### src/rtl/write_size_adapter.sv
// write_size_adapter
//   Turns byte-addressed, possibly unaligned word/halfword/byte stores into
//   32-bit big-endian word writes with per-byte enables. A store that crosses
//   a word boundary becomes two consecutive beats (IDLE -> SECOND -> IDLE).
//
//   Build option: define WRITE_ADAPTER_SPLIT_EN to enable splitting. Without
//   it there is no SECOND state, and a straddling store is rejected with err.
//
// Ports
//   clk, rst          clock, synchronous active-high reset
//   byte_wr_addr      byte address of the store's most significant byte
//   transfer_sz       0 = word, 1 = halfword, 2 = byte, 3 = invalid
//   wr_data           right-justified store data
//   wr_en / ready     store handshake (accepted when both high)
//   word_wr_addr      memory word address
//   word_wr_data      write data, byte offset 0 in [31:24]
//   word_wr_be        byte enables, be[3] covers [31:24]
//   word_wr_en        one-cycle write strobe per beat
//   err               one-cycle pulse for a rejected store
module write_size_adapter #(
  parameter int BYTE_ADDR_WIDTH = 12
) (
  input  logic                       clk,
  input  logic                       rst,
  input  logic [BYTE_ADDR_WIDTH-1:0] byte_wr_addr,
  input  logic [1:0]                 transfer_sz,
  input  logic [31:0]                wr_data,
  input  logic                       wr_en,
  output logic                       ready,
  output logic [BYTE_ADDR_WIDTH-3:0] word_wr_addr,
  output logic [31:0]                word_wr_data,
  output logic [3:0]                 word_wr_be,
  output logic                       word_wr_en,
  output logic                       err
);
  localparam int WA = BYTE_ADDR_WIDTH - 2;
  localparam logic [1:0] SZ_W = 2'd0, SZ_H = 2'd1, SZ_B = 2'd2;

  logic          accept, sz_ok, straddle;
  logic [1:0]    ofs;
  logic [5:0]    lsh;
  logic [7:0]    ones, mask;
  logic [31:0]   left, win_hi;
  logic [WA-1:0] base_addr;

  logic          nxt_en, nxt_err;
  logic [WA-1:0] nxt_addr;
  logic [31:0]   nxt_data;
  logic [3:0]    nxt_be;

  assign ofs       = byte_wr_addr[1:0];
  assign base_addr = byte_wr_addr[BYTE_ADDR_WIDTH-1:2];
  assign accept    = wr_en && ready;

  // Left-justify the store and build an S-byte enable run starting at byte 0.
  always_comb begin
    sz_ok = 1'b1;
    lsh   = 6'd0;
    ones  = 8'hF0;
    case (transfer_sz)
      SZ_W:    begin lsh = 6'd0;  ones = 8'hF0; end
      SZ_H:    begin lsh = 6'd16; ones = 8'hC0; end
      SZ_B:    begin lsh = 6'd24; ones = 8'h80; end
      default: begin sz_ok = 1'b0; lsh = 6'd0; ones = 8'h00; end
    endcase
  end

  assign left     = wr_data << lsh;
  assign win_hi   = left >> {ofs, 3'b000};
  assign mask     = ones >> ofs;
  // Enables spilling into the low half mean the store crosses into the next word.
  assign straddle = |mask[3:0];

`ifdef WRITE_ADAPTER_SPLIT_EN
  typedef enum logic {IDLE = 1'b0, SECOND = 1'b1} state_t;
  state_t        state, state_nxt;
  logic [WA-1:0] sec_addr;
  logic [31:0]   sec_data, win_lo;
  logic [3:0]    sec_be;

  // Bytes pushed past the end of the first word; offset 0 shifts by 32 -> 0.
  assign win_lo = left << (6'd32 - {1'b0, ofs, 3'b000});
  assign ready  = (state == IDLE) && !rst;

  always_ff @(posedge clk) begin
    if (rst) state <= IDLE;
    else     state <= state_nxt;
  end

  always_comb begin
    state_nxt = state;
    case (state)
      IDLE:    if (accept && sz_ok && straddle) state_nxt = SECOND;
      SECOND:  state_nxt = IDLE;
      default: state_nxt = IDLE;
    endcase
  end

  // Second-beat holding registers; word address wraps at the top of memory.
  always_ff @(posedge clk) begin
    if (rst) begin
      sec_addr <= '0;
      sec_data <= '0;
      sec_be   <= '0;
    end else if (accept) begin
      sec_addr <= base_addr + WA'(1);
      sec_data <= win_lo;
      sec_be   <= mask[3:0];
    end
  end

  always_comb begin
    nxt_en   = 1'b0;
    nxt_err  = 1'b0;
    nxt_addr = word_wr_addr;
    nxt_data = '0;
    nxt_be   = '0;
    if (state == SECOND) begin
      nxt_en   = 1'b1;
      nxt_addr = sec_addr;
      nxt_data = sec_data;
      nxt_be   = sec_be;
    end else if (accept) begin
      if (!sz_ok) begin
        nxt_err = 1'b1;
      end else begin
        nxt_en   = 1'b1;
        nxt_addr = base_addr;
        nxt_data = win_hi;
        nxt_be   = mask[7:4];
      end
    end
  end
`else
  assign ready = !rst;

  always_comb begin
    nxt_en   = 1'b0;
    nxt_err  = 1'b0;
    nxt_addr = word_wr_addr;
    nxt_data = '0;
    nxt_be   = '0;
    if (accept) begin
      if (!sz_ok || straddle) begin
        nxt_err = 1'b1;
      end else begin
        nxt_en   = 1'b1;
        nxt_addr = base_addr;
        nxt_data = win_hi;
        nxt_be   = mask[7:4];
      end
    end
  end
`endif

  always_ff @(posedge clk) begin
    if (rst) begin
      word_wr_addr <= '0;
      word_wr_data <= '0;
      word_wr_be   <= '0;
      word_wr_en   <= 1'b0;
      err          <= 1'b0;
    end else begin
      word_wr_addr <= nxt_addr;
      word_wr_data <= nxt_data;
      word_wr_be   <= nxt_be;
      word_wr_en   <= nxt_en;
      err          <= nxt_err;
    end
  end

endmodule

### config.mk
export PLATFORM = sky130hd
export DESIGN_NAME = write_size_adapter
export DESIGN_NICKNAME = d
export VERILOG_FILES = /design/src/rtl/write_size_adapter.sv
export SDC_FILE = /design/constraint.sdc
export NUM_CORES = 1
export LEC_CHECK = 0
export ABC_AREA = 1
export CORE_ASPECT_RATIO = 0.6
export CORE_MARGIN = 4
export CORE_UTILIZATION = 34
export CTS_CLUSTER_DIAMETER = 40
export DETAILED_ROUTE_END_ITERATION = 6
export HOLD_SLACK_MARGIN = 0.03
export SETUP_SLACK_MARGIN = 0.2
export SYNTH_ARGS = -nofsm -noshare
export SYNTH_HDL_FRONTEND = slang
export SYNTH_SLANG_ARGS = --single-unit
### constraint.sdc
create_clock -name clk -period 1.7 [get_ports clk]
set_input_delay 0.34 -clock clk [delete_from_list [all_inputs] [get_ports clk]]
set_output_delay 0.34 -clock clk [all_outputs]
set_load 0.1 [all_outputs]
* After elaboration in Yosys (flattened, before gate mapping)
Index checks and enable logic that the tools add are counted.
** Storage, ports and cells
- Bits in registers :: 48
- Input bits :: 49
** Cells by class
- Eq/ne operators :: 2
- Shift-type cells :: 3
- Mux-type cells :: 5
- Bitwise operators :: 2
- Reduce and logical (&&, ||, !) cells :: 10
** Operators by type and width (number)
- $shl 32x6->32 :: 1
- $shr 32x5->32 :: 1
- $pmux 8 s3 :: 1
- $pmux 5 s2 :: 1
- $shr 8x2->8 :: 1
- $reduce_or 3->1 :: 2
- $reduce_or 4->1 :: 1
- $mux 1 :: 3
- $eq 2x1->1 const B :: 1
- $eq 2x2->1 const B :: 1
- $logic_not 1->1 :: 2
- $logic_not 2->1 :: 1
- $not 1->1 :: 2
- $reduce_and 2->1 :: 1
- $reduce_or 2->1 :: 1
- $logic_and 1x1->1 :: 1
- $logic_or 1x1->1 :: 1

* Depth between registers and ports, before layout
Gate-level depths: netlist of the first run.
- Word-level depth :: 7
- Depth in mapped cells :: 11
- Mapped depth without buffers :: 9

* Worst setup path after synthesis of the first run
No wires, ideal clock.
- Path type :: input port to output port
- Start point :: input port rst
- End point :: output port ready
- Arrival :: 1398 ps
- Data required time :: 1360 ps
- Setup slack :: -38 ps
- Stages on the path :: 2
- Buffers on the path :: 1
- Cells stage by stage :: inv_2 -> clkbuf_1
** On the way
- Cells in the longest elaborated chain, start to end :: 1
** RTL lines
- start, declared :: line 24 : input logic rst,
- $logic_not 1->1 :: line 135 : assign ready = !rst;
- end, declared :: line 29 : output logic ready,
Every way passes these cells.

* Final worst setup path of the first run
- Start point :: input port transfer_sz[0]
- End point :: register word_wr_data[13]
** On the way
- Cells in the longest elaborated chain, start to end :: 6
- Elaborated cells on any way between the ends :: 14
** RTL lines
- start, declared :: line 26 : input logic [1:0] transfer_sz,
- parallel branches: the longest is 6 deep, another holds $shl 32x6->32
- end signal, assigned :: line 165 : word_wr_data <= nxt_data;
- end, declared :: line 31 : output logic [31:0] word_wr_data,
Several ways; the timed one is not identified.
A chain may end at the register's enable or synchronous reset.

==> qor.csv, run 1 <==
stage;metric;value;unit
synth;YS warnings;0;
floorplan;die area;0.00897;sq mm
final_layout;most frequent cells in the layout;nand2_1 (170), nand3_1 (72), buf_12 (55);
flow_run;max cap viols;0;
power;combinational share of power;0.335;
worst_setup_path;Worst Path Max Fanout;14;
sta;Final period util;0.807;
drt;Detail Route Antenna Nets;0;
worst_setup_path;Req. time, crit path;1.88;ns
sta;clk_skew;0;ns
synth;post-synth cell types;22;
place;detailed placement HPWL;6210;um
floorplan;FP Rows;24;
power;Switching Power;1.20;mW
cts;# hold bufs at CTS;0;
sta;Max Clk Rate;0.729;GHz
worst_setup_path;CP arrival;1.55;ns
outcome;status;finished clean;
worst_setup_path;CP Capture Type;register;
sta;Fin. Hold Viols;0;
power;Switching Share;0.334;
final_layout;commonest non-fill, non-tap cell in the layout;nand2_1;
synth;syn nets;448;
synth;Avg Cell Area, Syn;6.42;sq um
global_routing;first-pass GRT wire length;13800;um
synth;mapped cell area;0.00254;sq mm
power;VDD IR max;0.000363;V
worst_hold_path;Hold Crit Class;primary input to register;
final_layout;final core occ;0.635;
synth;Yosys reg bits;48;
drt;Routed WL;8340;um
drt;post-DR vias/cell;4.79;
global_routing;via count of the first global-routing pass;2841;
global_routing;GRT Util Overall;0.191;
cts;CTS tree;yes;
drt;router iterations before antenna repair;5;
sta;relative slew slack;0.813;
synth;Seq/Total Area, Yosys;0.378;
sta;Tightest Pin Transition;0.280;ns
global_routing;largest net degree at the start of global routing;29;
sta;pins over their slew limit;0;
worst_setup_path;critical path class;primary input to register;
power;Internal;2.39;mW
final_layout;Multi-input gate area;0.00144;sq mm
floorplan;Initial Utilization;0.350;
drt;Starting DRT DRC Count;194;
cts;CTS Buf Count;5;
global_routing;GR Overflow Total;0;
final_layout;ANT cells;0;
floorplan;die width;120;um
floorplan;I/O pin count;98;
global_routing;antenna violations before repair;0;
drt;DRC viols;0;
cts;clock root buffer;clkbuf_16;
power;clock power share;0.329;
worst_setup_path;CP Launch Type;primary input;
floorplan;Die Y;75.0;um
place;GPL Wtd Cong;0.905;
place;Port Buffer Count;97;
synth;Post-Synthesis Cells;396;
final_layout;final layout net count;565;
floorplan;core area;0.00727;sq mm
final_layout;layout cell share with drive strength beyond 1;0.245;
worst_hold_path;worst hold stages;5;
drt;Vias;2963;
sta;crit path time final;1.37;ns
final_layout;post-route design area;0.00461;sq mm
final_layout;Reg area;961;sq um
place;placed cell area;0.00432;sq mm
sta;RSZ-0062 raised after global routing;no;
drt;drt wl/cell;13.5;um
cts;Max Root-Sink Buffers;2;
power;Cell Pwr Density;779;mW/mm^2
cts;CTS H-tree lvls;2;
final_layout;Filler cells;634;
cts;Worst-path clk slew;0.07;ns
cts;Sink Count;48;
sta;endpoints failing setup;0;
cts;clk_lat worst skew;0.29;ns
power;Seq pwr share;0.336;
final_layout;Area growth syn-to-layout;81.4;%
power;Leak;2.18;nW
worst_setup_path;FF-to-FF path depth;2;
-- power by group through the flow --
stage	Clock (mW)	Combinational [mW]	Sequential (mW)
2_1_floorplan	0	0.382	1.52
3_3_place_gp	0	1.15	1.23
3_5_place_dp	0	1.16	1.23
4_1_cts	1.20	1.20	1.21
5_1_grt	1.24	1.29	1.21
6_report	1.18	1.20	1.21
-- through the flow --
step | TNS (ns) | worst slack [ns] | total power, mW | std cells | hold WS (ns)
3_3_place_gp | -10.24 | -0.322 | 2.38 | 606 | 0.489
6_report | 0 | 0.329 | 3.59 | 618 | 0.480
4_1_cts | 0 | 0.225 | 3.61 | 618 | 0.507
3_5_place_dp | -12.10 | -0.368 | 2.39 | 606 | 0.496
5_1_grt | 0 | 0.209 | 3.74 | 618 | 0.523
2_1_floorplan | 0 | 0.229 | 1.90 | 396 | 0.450
-- cell usage after synthesis --
master	n	area, sq um
nand2_1	170	638
nand3_1	79	395
dfxtp_1	48	961
nor2_1	26	97.6
inv_1	16	60.1
buf_2	11	55.1
nor2_2	10	62.6
o21ai_0	9	45.0
clkbuf_1	5	18.8
buf_4	4	30.0
a21oi_1	3	15.0
ha_1	3	37.5
buf_6	2	22.5
inv_2	2	7.51
a31oi_1	1	6.26
buf_1	1	3.75
inv_4	1	6.26
nand4_4	1	21.3
nor2_8	1	20.0
nor3_4	1	16.3
o21ai_4	1	16.3
or2_2	1	6.26
-- final timing paths --
check,from,to,slack [ns]
setup / recovery,transfer_sz[0],word_wr_data[13],0.33
hold / removal,rst,err,0.48
setup reg to reg,word_wr_addr[3],word_wr_addr[3],1.11
hold reg to reg,word_wr_addr[0],word_wr_addr[0],0.50
-- worst max-delay path, stage by stage --
cell,delay [ns]
dlygate4sd2_1,0.23
inv_2,0.07
ha_4,0.29
inv_4,0.05
buf_12,0.14
buf_4,0.13
nand3_1,0.07
nand2_1,0.05
nor2_1,0.11
nor2_1,0.06
-- flip-flops by register name, summed over array words and instances, names as in the netlist --
name	cells
word_wr_addr	10
word_wr_be	4
err	1
word_wr_en	1
word_wr_data	32
-- layer usage --
metal  track usage  share of wire
met5             0              0
met4        0.0470          0.012
met3        0.0526          0.091
met2         0.307           0.44
met1         0.259           0.46
-- cell type report --
type / instances / share of cell area
Timing Repair Buffer: 133 / 0.396
Multi-Input combinational cell: 306 / 0.312
Sequential cell: 48 / 0.208
Clock buffer: 6 / 0.0301
Tap cell: 104 / 0.0282
Inverter: 19 / 0.0165
Clock inverter: 2 / 0.00841
-- what timing repair did --
| item | in CTS | in global routing |
|---|---|---|
| setup buffers | 4 | 0 |
| pin swaps | 2 | 0 |
| resized for setup | 23 | 5 |
| endpoints found under the setup margin | 47 | 29 |
-- cell families (layout without fill, tap and decap cells) --
family,count (synthesis),count (layout),share of synthesized area
and+or+nand+nor,289,289,0.495
AOI/OAI and AO/OA,14,14,0.0325
adders and majority gates,3,3,0.0148
buffers and inverters,42,160,0.0802
DFF,48,48,0.378
(Power assumes the default switching activity.)
==> inputs of run 2 (changes only) <==
clock period = 1.3 ns   (was 1.7 ns; I/O delays follow)
==> qor.csv, run 2 (synthesized netlist as in run 1, its figures left out) <==
stage;metric;value;unit;change
worst_setup_path;most used cell, CP;nand2_2;;
sta;clk_skew;0;ns;unchanged
worst_setup_path;CP Capture Type;register;;
worst_setup_path;Worst Path Max Fanout;8;;-6
floorplan;FP Rows;24;;unchanged
worst_hold_path;Hold Crit Class;primary input to register;;
worst_hold_path;worst hold stages;3;;-2
worst_setup_path;slack of the worst reg-to-reg path;0.73;ns;-0.38 ns
worst_setup_path;Worst R2R End;word_wr_addr[2];;
global_routing;via count of the first global-routing pass;3041;;+7.0%
drt;post-DR vias/cell;4.86;;+1.4%
cts;Max Root-Sink Buffers;2;;unchanged
worst_setup_path;Buf/Inv on CP;5;;unchanged
final_layout;Largest register FFs;32;;unchanged
drt;WL met3;690;um;-8.6%
sta;crit path time final;1.26;ns;
floorplan;die width;120;um;unchanged
worst_setup_path;slowest CP cell;ha_4;;
place;GPL Wtd Cong;0.856;;-5.4%
sta;Fin. Hold Viols;0;;unchanged
power;clock power share;0.323;;-0.006
drt;Top Layer Used;met4;;
sta;post-route setup TNS;0;ns;unchanged
global_routing;first-pass GRT wire length;14500;um;+5.2%
cts;CTS tree;yes;;
drt;Starting DRT DRC Count;256;;+32%
sta;Tightest Pin Transition;0.264;ns;-0.0155 ns
worst_setup_path;FF-to-FF path depth;2;;unchanged
power;Seq pwr share;0.314;;-0.022
power;combinational share of power;0.362;;+0.027
place;Port Buffer Count;97;;unchanged
power;Total Power;5.06;mW;+41%
global_routing;largest net degree at the start of global routing;28;;-3.4%
worst_hold_path;hold_sp;byte_wr_addr[1];;
worst_setup_path;Req. time, crit path;1.49;ns;-0.39 ns
final_layout;final layout net count;566;;+0.18%
drt;met1 WL;4210;um;+9.6%
worst_setup_path;CP Launch Type;primary input;;
worst_setup_path;critical path class;primary input to register;;
cts;Sink Count;48;;unchanged
final_layout;Reg area;0.00102;sq mm;+6.3%
final_layout;Filler cells;573;;-9.6%
final_layout;Area growth syn-to-layout;103;%;
cts;clock root buffer;clkbuf_16;;
drt;Vias;3005;;+1.4%
cts;CTS H-tree lvls;2;;unchanged
sta;RSZ-0062 raised after global routing;yes;;
cts;Worst-path clk slew;0.06;ns;about the same
floorplan;Die Y;75.0;um;unchanged
drt;Detail Route Antenna Nets;0;;unchanged
drt;met2 WL;4260;um;+17%
final_layout;most frequent cells in the layout;nand2_1 (144), buf_12 (57), dfxtp_2 (45);;
cts;clk_lat worst skew;0.28;ns;about the same
worst_setup_path;RR Startpoint;word_wr_addr[2];;
floorplan;Initial Utilization;0.350;;unchanged
worst_setup_path;crit-path cells;buf_6 -> buf_8 -> inv_12 -> ha_4 -> buf_12 -> buf_16 -> nand3_4 -> nand2_2 -> nand2_2 -> nand3_2 -> nand2_1;;
power;VDD IR max;0.000632;V;+74%
final_layout;Multi-input gate area;0.00180;sq mm;+25%
final_layout;Largest regs;word_wr_data (32), word_wr_addr (10), word_wr_be (4);;
worst_setup_path;Crit path largest cell delay;0.31;ns;+0.02 ns
power;Switching Power;1.69;mW;+41%
floorplan;die area;0.00897;sq mm;unchanged
drt;drt wl/cell;14.9;um;+10%
final_layout;commonest non-fill, non-tap cell in the layout;nand2_1;;
sta;endpoints failing setup;0;;unchanged
final_layout;final core occ;0.711;;+0.0764
sta;Max Clk Rate;0.795;GHz;
power;Internal;3.37;mW;+41%
final_layout;Layout Cells excl Fill;618;;unchanged
global_routing;antenna violations before repair;0;;unchanged
floorplan;I/O pin count;98;;unchanged
worst_setup_path;Top delay family on crit path;buffers and inverters;;
drt;DRC viols;0;;unchanged
drt;Routed WL;9210;um;+10%
final_layout;layout cell share with drive strength beyond 1;0.473;;+0.228
outcome;status;finished clean;;
power;Cell Pwr Density;979;mW/mm^2;+26%
worst_setup_path;CP arrival;1.45;ns;-0.10 ns
sta;pins over their slew limit;0;;unchanged
cts;CTS Buf Count;5;;unchanged
power;Leak;2.32;nW;+6.3%
global_routing;GR Overflow Total;0;;unchanged
flow_run;max cap viols;0;;unchanged
drt;router iterations before antenna repair;4;;-1
place;# placed instances;601;;-0.83%
final_layout;largest register by flop count;word_wr_data;;
power;Switching Share;0.335;;+0.00121
worst_hold_path;WHS Endpoint;err;;
sta;Final period util;0.967;;
sta;relative slew slack;0.824;;+0.0103
place;detailed placement HPWL;6440;um;+3.6%
final_layout;ANT cells;0;;unchanged
global_routing;GRT Util Overall;0.204;;+0.0131
floorplan;core area;0.00727;sq mm;unchanged
## run 2: changes by cell type in the layout (fill, tap and decap cells not counted), moves of 4 or more
cell | before | now
buf_4 | 26 | 18
o21ai_0 | 9 | 5
o21ai_1 | 0 | 4
buf_6 | 2 | 7
nand2_4 | 0 | 5
nand3_2 | 7 | 30
nand2_1 | 170 | 144
nand3_4 | 0 | 11
dfxtp_1 | 48 | 2
dfxtp_2 | 0 | 45
nand3_1 | 72 | 38
nand2_2 | 0 | 21
## run 2: power by group through the flow
stage / combinational, mW / sequential (mW) / clock [mW]
2_1_floorplan: 0.594 / 2.00 / 0
6_report: 1.83 / 1.59 / 1.64
3_5_place_dp: 1.55 / 1.62 / 0
5_1_grt: 1.94 / 1.60 / 1.73
3_3_place_gp: 1.53 / 1.62 / 0
4_1_cts: 1.75 / 1.59 / 1.66
## run 2: repair_timing
action	CTS	global route
cloned	3	1
pin swaps	38	13
resized for setup	80	33
endpoints found under the setup margin	52	58
setup buffers	5	1
hold buffers	0	0
## run 2: area by class of cell
| class | instances | area share |
|---|---|---|
| timing repair buffer | 132 | 0.364 |
| multi-input combinational | 306 | 0.349 |
| sequential | 48 | 0.198 |
| tap | 104 | 0.0252 |
| clock buffer | 5 | 0.0242 |
| inverter | 19 | 0.0237 |
| clock inverter | 2 | 0.0116 |
| timing repair inverter | 2 | 0.00436 |
## run 2: per-layer routing
metal  track usage  vias up
met5             0        -
met4        0.0533        0
met3        0.0533        4
met2         0.350      114
met1         0.261     1392
li1              -     1495
## run 2: through the flow
step / cell area [sq um] / hold slack [ns] / setup slack (ns)
final: 5170 / 0.345 / 0.0428
after global placement: 4490 / 0.470 / -0.633
after CTS: 5020 / 0.455 / 0.108
after floorplan: 2850 / 0.370 / 0.0479
after detailed placement: 4490 / 0.478 / -0.710
after global routing: 5170 / 0.366 / -0.00211
## run 2: how the worst max path moves through the flow
stage | start | to | slack, ns | cells after the start
after global placement | transfer_sz[1] | word_wr_data[4] | -0.63 | 10
after floorplan | transfer_sz[0] | word_wr_data[1] | 0.05 | 9
after CTS | transfer_sz[1] | word_wr_data[5] | 0.11 | 11
final | transfer_sz[1] | word_wr_data[5] | 0.04 | 11
after global routing | transfer_sz[1] | word_wr_data[3] | -0.002 | 9
after detailed placement | transfer_sz[1] | word_wr_data[8] | -0.71 | 10
## run 2: worst min-delay path, delay by kind of cell
kind / cells / cell delay, ns
buffers and inverters: 1 / 0.13
and+or+nand+nor: 1 / 0.12
AOI/OAI and AO/OA: 1 / 0.08
==> inputs of run 3 (changes only) <==
CORE_MARGIN = 2   (was 4)
==> qor.csv, run 3 (synthesized netlist as in run 1, its figures left out) <==
stage;metric;value;unit;change
floorplan;die area;0.00821;sq mm;-8.5%
place;Port Buffer Count;97;;unchanged
floorplan;Die Y;71.0;um;-5.3%
cts;CTS H-tree lvls;2;;unchanged
cts;clk_lat worst skew;0.29;ns;about the same
floorplan;core area;0.00727;sq mm;unchanged
place;placed cell area;0.00449;sq mm;-0.17%
final_layout;Largest regs;word_wr_data (32), word_wr_addr (10), word_wr_be (4);;
cts;Sink Count;48;;unchanged
worst_setup_path;Top delay family on crit path;adder cells;;
cts;CTS Buf Count;5;;unchanged
worst_setup_path;crit-path cells;buf_6 -> buf_8 -> inv_12 -> ha_4 -> buf_16 -> nand2_1 -> nand2_1 -> nand2_1 -> nand3_1 -> nand2_1;;
global_routing;GRT Util Overall;0.235;;+0.0305
worst_setup_path;FF-to-FF path depth;2;;unchanged
sta;Final period util;0.968;;about the same
worst_setup_path;critical path class;primary input to register;;
drt;Vias;3003;;-0.067%
global_routing;largest net degree at the start of global routing;29;;+3.6%
flow_run;max cap viols;0;;unchanged
sta;RSZ-0062 raised after global routing;yes;;
worst_setup_path;Buf/Inv on CP;4;;-1
floorplan;die width;116;um;-3.3%
final_layout;final layout net count;565;;-0.18%
sta;Max Clk Rate;0.795;GHz;about the same
outcome;status;finished clean;;
sta;post-route setup TNS;0;ns;unchanged
final_layout;Layout Cells excl Fill;618;;unchanged
cts;Max Root-Sink Buffers;2;;unchanged
drt;Starting DRT DRC Count;206;;-20%
worst_hold_path;Hold Crit Class;primary input to register;;
final_layout;post-route design area;0.00503;sq mm;-2.7%
floorplan;I/O pin count;98;;unchanged
floorplan;Initial Utilization;0.350;;unchanged
final_layout;Largest register FFs;32;;unchanged
drt;post-DR vias/cell;4.86;;about the same
power;Seq pwr share;0.341;;+0.027
final_layout;Filler cells;608;;+6.1%
worst_setup_path;CP Launch Type;primary input;;
worst_setup_path;most used cell, CP;nand2_1;;
final_layout;commonest non-fill, non-tap cell in the layout;nand2_1;;
power;combinational share of power;0.377;;+0.015
worst_setup_path;slowest CP cell;ha_4;;
power;Switching Share;0.358;;+0.0237
drt;DRC viols;0;;unchanged
sta;pins over their slew limit;0;;unchanged
global_routing;first-pass GRT wire length;15000;um;+3.7%
worst_setup_path;CP Capture Type;register;;
global_routing;antenna violations before repair;0;;unchanged
drt;router iterations before antenna repair;4;;unchanged
sta;endpoints failing setup;0;;unchanged
worst_setup_path;Worst Path Max Fanout;8;;unchanged
sta;crit path time final;1.26;ns;+0.000829 ns
place;detailed placement HPWL;6610;um;+2.7%
worst_setup_path;Crit path largest cell delay;0.41;ns;+0.10 ns
power;clock power share;0.282;;-0.041
power;Cell Pwr Density;929;mW/mm^2;-5.1%
sta;clk_skew;0;ns;unchanged
final_layout;largest register by flop count;word_wr_data;;
sta;Fin. Hold Viols;0;;unchanged
cts;# hold bufs at CTS;0;;unchanged
drt;Detail Route Antenna Nets;0;;unchanged
drt;Routed WL;9650;um;+4.8%
place;pre-CTS setup slack;-0.649;ns;+0.0609 ns
worst_hold_path;worst hold stages;3;;unchanged
place;GPL Wtd Cong;0.822;;-3.9%
final_layout;most frequent cells in the layout;nand2_1 (144), buf_12 (56), dfxtp_2 (47);;
power;Internal;3.00;mW;-11%
power;Switching Power;1.67;mW;-1.1%
global_routing;GR Overflow Total;0;;unchanged
final_layout;Area growth syn-to-layout;97.7;%;
sta;Worst Setup Slack, final;0.0420;ns;-0.000829 ns
worst_setup_path;CP Depth;10;;-1
drt;drt wl/cell;15.6;um;+4.8%
sta;relative slew slack;0.837;;+0.0134
cts;Worst-path clk slew;0.06;ns;about the same
sta;Tightest Pin Transition;0.244;ns;-0.0200 ns
final_layout;ANT cells;0;;unchanged
global_routing;via count of the first global-routing pass;2989;;-1.7%
place;# placed instances;600;;-0.17%
power;VDD IR max;0.000477;V;-25%
worst_setup_path;Req. time, crit path;1.48;ns;about the same
worst_setup_path;CP arrival;1.44;ns;about the same
floorplan;FP Rows;24;;unchanged
power;Leak;2.26;nW;-2.5%
final_layout;layout cell share with drive strength beyond 1;0.461;;-0.0117
cts;CTS tree;yes;;
cts;clock root buffer;clkbuf_16;;
-- run 3: changes by cell type in the layout (fill, tap and decap cells not counted), sizes merged --
| cell | delta |
|---|---|
| clkbuf | -1 |
| dlygate4sd2 | +1 |
| buf | -1 |
| bufinv | -2 |
| inv | +1 |
| clkinv | +2 |
-- run 3: final timing paths --
check,endpoint,slack [ns],startpoint
min reg2reg,word_wr_addr[9],0.48,word_wr_addr[9]
max reg2reg,word_wr_addr[7],0.72,word_wr_addr[7]
min,err,0.46,byte_wr_addr[0]
max,word_wr_data[5],0.04,transfer_sz[1]
-- run 3: timing repair --
action | in CTS | in global routing
gates cloned | 3 | 1
pin swaps | 29 | 16
endpoints found under the setup margin | 50 | 55
setup buffers | 3 | 3
gates resized for setup | 57 | 38
-- run 3: power groups by stage --
stage	Clock [mW]	Sequential, mW	Combinational, mW
finish	1.32	1.59	1.76
global route	1.41	1.60	1.86
CTS	1.34	1.59	1.69
detailed placement	0	1.63	1.57
global placement	0	1.62	1.55
floorplan	0	2.00	0.594
-- run 3: metal layers --
layer / part of all wire / track usage / vias to the layer above
met3: 0.064 / 0.0497 / 5
li1: - / - / 1494
met1: 0.45 / 0.321 / 1401
met4: 0.0032 / 0.0476 / 0
met2: 0.48 / 0.385 / 103
met5: 0 / 0 / -
-- run 3: worst min-delay path: stages --
cell	delay, ns
clkdlybuf4s15_2	0.25
o21ai_4	0.08
a31oi_1	0.12
-- run 3: final cells by class --
cell class,count,area (sq um),share of cell area
timing repair buffer,130,1850,0.367
multi-input combinational,306,1730,0.345
sequential,48,1020,0.204
clock buffer,6,139,0.0276
tap,104,130,0.0259
inverter,19,119,0.0236
timing repair inverter,3,26.3,0.00523
clock inverter,2,10.0,0.00199
-- run 3: per-stage QoR --
step,hold slack (ns),power (mW),utilization
after CTS,0.452,4.62,0.671
after global placement,0.472,3.18,0.617
after detailed placement,0.478,3.19,0.617
after floorplan,0.370,2.60,-
final,0.457,4.67,0.692
after global routing,0.486,4.87,0.692
